===== src/rtl/handshake_chk_counter.sv =====
// Simple up-counter with synchronous clear and increment.
// Ports:
//   clk_i  : clock
//   rst_i  : asynchronous active-high reset
//   clr_i  : synchronous clear (wins over inc_i)
//   inc_i  : increment by one
//   cnt_o  : current count
module handshake_chk_counter #(
  parameter int unsigned Width = 5
) (
  input  logic             clk_i,
  input  logic             rst_i,
  input  logic             clr_i,
  input  logic             inc_i,
  output logic [Width-1:0] cnt_o
);

  logic [Width-1:0] cnt_d, cnt_q;

  always_comb begin
    cnt_d = cnt_q;
    if (clr_i) begin
      cnt_d = '0;
    end else if (inc_i) begin
      cnt_d = cnt_q + Width'(1);
    end
  end

  always_ff @(posedge clk_i or posedge rst_i) begin
    if (rst_i) begin
      cnt_q <= '0;
    end else begin
      cnt_q <= cnt_d;
    end
  end

  assign cnt_o = cnt_q;

endmodule


===== config.mk =====
export PLATFORM = sky130hd
export DESIGN_NAME = handshake_chk_counter
export DESIGN_NICKNAME = d
export VERILOG_FILES = /design/src/rtl/handshake_chk_counter.sv
export SDC_FILE = /design/constraint.sdc
export NUM_CORES = 1
export LEC_CHECK = 0
export CORE_AREA = 5 5 42 44
export CTS_CLUSTER_DIAMETER = 40
export DETAILED_ROUTE_END_ITERATION = 8
export DIE_AREA = 0 0 47 49
export SYNTH_ARGS = -nofsm -noshare
export SYNTH_HDL_FRONTEND = slang
export SYNTH_SLANG_ARGS = --single-unit
export TNS_END_PERCENT = 10

===== constraint.sdc =====
create_clock -name clk_i -period 1.55 [get_ports clk_i]
set_input_delay 0.2325 -clock clk_i [delete_from_list [all_inputs] [get_ports clk_i]]
set_output_delay 0.2325 -clock clk_i [all_outputs]
set_load 0.01 [all_outputs]

==> results.ini <==
[clocking]
clock-sinks = 5
clk_latency_ns = 0.24
clkTransAtPathRegs_ns = 0.04
cts_setup_buffers = 0
cts_tree = done
postCtsResizedCells = 0
cts.path.max_buffers = 2
numCtsBuffers = 3
htreeDepth = 1
cts_root_buf = clkbuf_4
hold_buffers = 0

[timing]
fin_crit_ns = 1.46
period_share_pct = 94.5
slew_headroom_pct = 82.1
finalSetupTns_ns = 0
maxSlewViolCount = 0
fmax_ghz = 0.683
rsz0062_at_grt = no
finalHoldViolCount = 0
tightestPinTransition_ns = 0.267
fin_skew_ns = 0.00426
setup_slack_ns = 0.0854
finalSetupViolations = 0

[global_route]
use_met1_pct = 6.49
grt_use_total_pct = 5.95
grt_max_degree = 8
antenna_found_initial = 0
grt_pass1_vias = 213
busiest_layer = met2
grt.overflow.total = 0
gr-usage-met2_pct = 6.79
grt_pass1_wl_um = 876
gr-usage-met3_pct = 5.90

[worst_setup_path]
critPathBufInv = 1
slowest_delay_ns = 0.57
cpMaxStageDelayCell = clkdlybuf4s50_1
cp-start-kind = flip-flop
path_cells = clkdlybuf4s50_1
critical_path_class = reg2out
required_ns = 1.32
end_kind = output port
critical_path.top_delay_family = buffers and inverters
critPathArrivalTime_ns = 1.23
crit_fanout = 4

[drt]
postRouteWirelength_um = 525
viasPerCell = 4.10
drc = 0
drt-initial-drc-count = 0
dr.pass1.iters = 1
num_vias = 205
drt-wirelength-per-cell_um = 10.5
ant_nets = 0

[cells_and_area]
area_growth_pct = 42.6
layout_commonest_cell = clkdlybuf4s50_1
insertedDiodeCount = 0
largest_register_ffs = 5
layout_common_cells = 8 x clkdlybuf4s50_1, 5 x dfrtp_1, 4 x nor2_1, 3 x clkbuf_4
nNetsFinal = 40
drive_above_1_share_pct = 17.6
final_core_util_pct = 27.5

[floorplan]
die_height_um = 49
die_x_um = 47
die_area_um2 = 2300
initial_utilization_pct = 19.3
io_pins = 9
core_area_um2 = 1400
rows = 14

[yosys]
yosysWarnings = 0
synth_cell_types = 14
syn-num-nets = 28
synth_area_per_cell_um2 = 11.8
synth-seq-cells = 5
postSynthCellCount = 23
yosysSeqAreaShare_pct = 46.3
synth_area_um2 = 270

[min_path]
hold_class = in2async

[place]
dp_slack_ns = 0.0822
dp_hpwl_um = 396
io_buffers = 8
globalplace.congestion = 0.618

[job]
drv_cap = 0

[power]
cellPowerDensity_nw_per_um2 = 873
p_leak_nw = 0.177
ir_drop_v = 0.000321

[outcome]
outcome = completed

==> metal layers <==
layer / up-vias / routed length [um]
met1: 95 / 235
met2: 9 / 223
met3: 0 / 65
met5: - / 0
met4: 0 / 0
li1: 101 / -
==> per-stage QoR <==
stage                     instances  hold slack [ns]  power, mW  area (um2)
after floorplan                  23           0.0110      0.167         270
after global placement           46            0.452      0.188         359
after detailed placement         46            0.446      0.190         359
after CTS                        50            0.193      0.346         385
after global routing             50            0.219      0.360         385
final                            50            0.191      0.336         385
==> kinds of logic (layout without fill, tap and decap cells) <==
group	after synthesis	after routing	synth area share, %
AND/OR/NAND/NOR	9	9	19.9
flip-flops	5	5	46.3
multiplexers	3	3	14.8
AO/OA/AOI/OAI	2	2	5.55
buffers and inverters	2	13	5.55
adder cells (fa/ha/maj)	1	1	4.63
XOR/XNOR	1	1	3.24
==> power by group <==
part	internal [mW]	switching [mW]	leakage (nW)	total [mW]
combinational	0.0242	0.0188	0.0941	0.0430
clock	0.0972	0.0520	0.0150	0.149
sequential	0.136	0.00768	0.0683	0.144
==> final cells by class <==
class	count	area, um2
Tap cell	16	20.0
Multi-Input combinational cell	16	130
Fill cell	158	1020
Sequential cell	5	125
Timing Repair Buffer	8	80.1
Clock buffer	4	26.3
Inverter	1	3.75
==> path summary, 6_finish.rpt <==
check | to | from | cells past startpoint | slack (ns)
setup / recovery | cnt_o[0] | cnt_o[0] | 1 | 0.09
max in group asynchronous | cnt_o[0] | rst_i | 2 | 1.18
hold / removal | cnt_o[4] | rst_i | 2 | 0.19
setup reg to reg | cnt_o[4] | cnt_o[0] | 3 | 0.32
hold reg to reg | cnt_o[1] | cnt_o[1] | 2 | 0.62
min in group clk_i | cnt_o[1] | cnt_o[1] | 2 | 0.62
==> cell usage after synthesis <==
master    count  area [um2]
dfrtp_1       5         125
xnor2_1       1        8.76
nand4_1       1        6.26
mux2_4        2        30.0
buf_6         1        11.3
mux2i_1       1        10.0
nor2_1        4        15.0
a21bo_1       1        10.0
nand4_2       1        12.5
a21oi_1       1        5.00
nor2b_1       2        12.5
ha_1          1        12.5
inv_1         1        3.75
nand3b_1      1        7.51
Note: power is estimated with default switching activity, not from simulation.
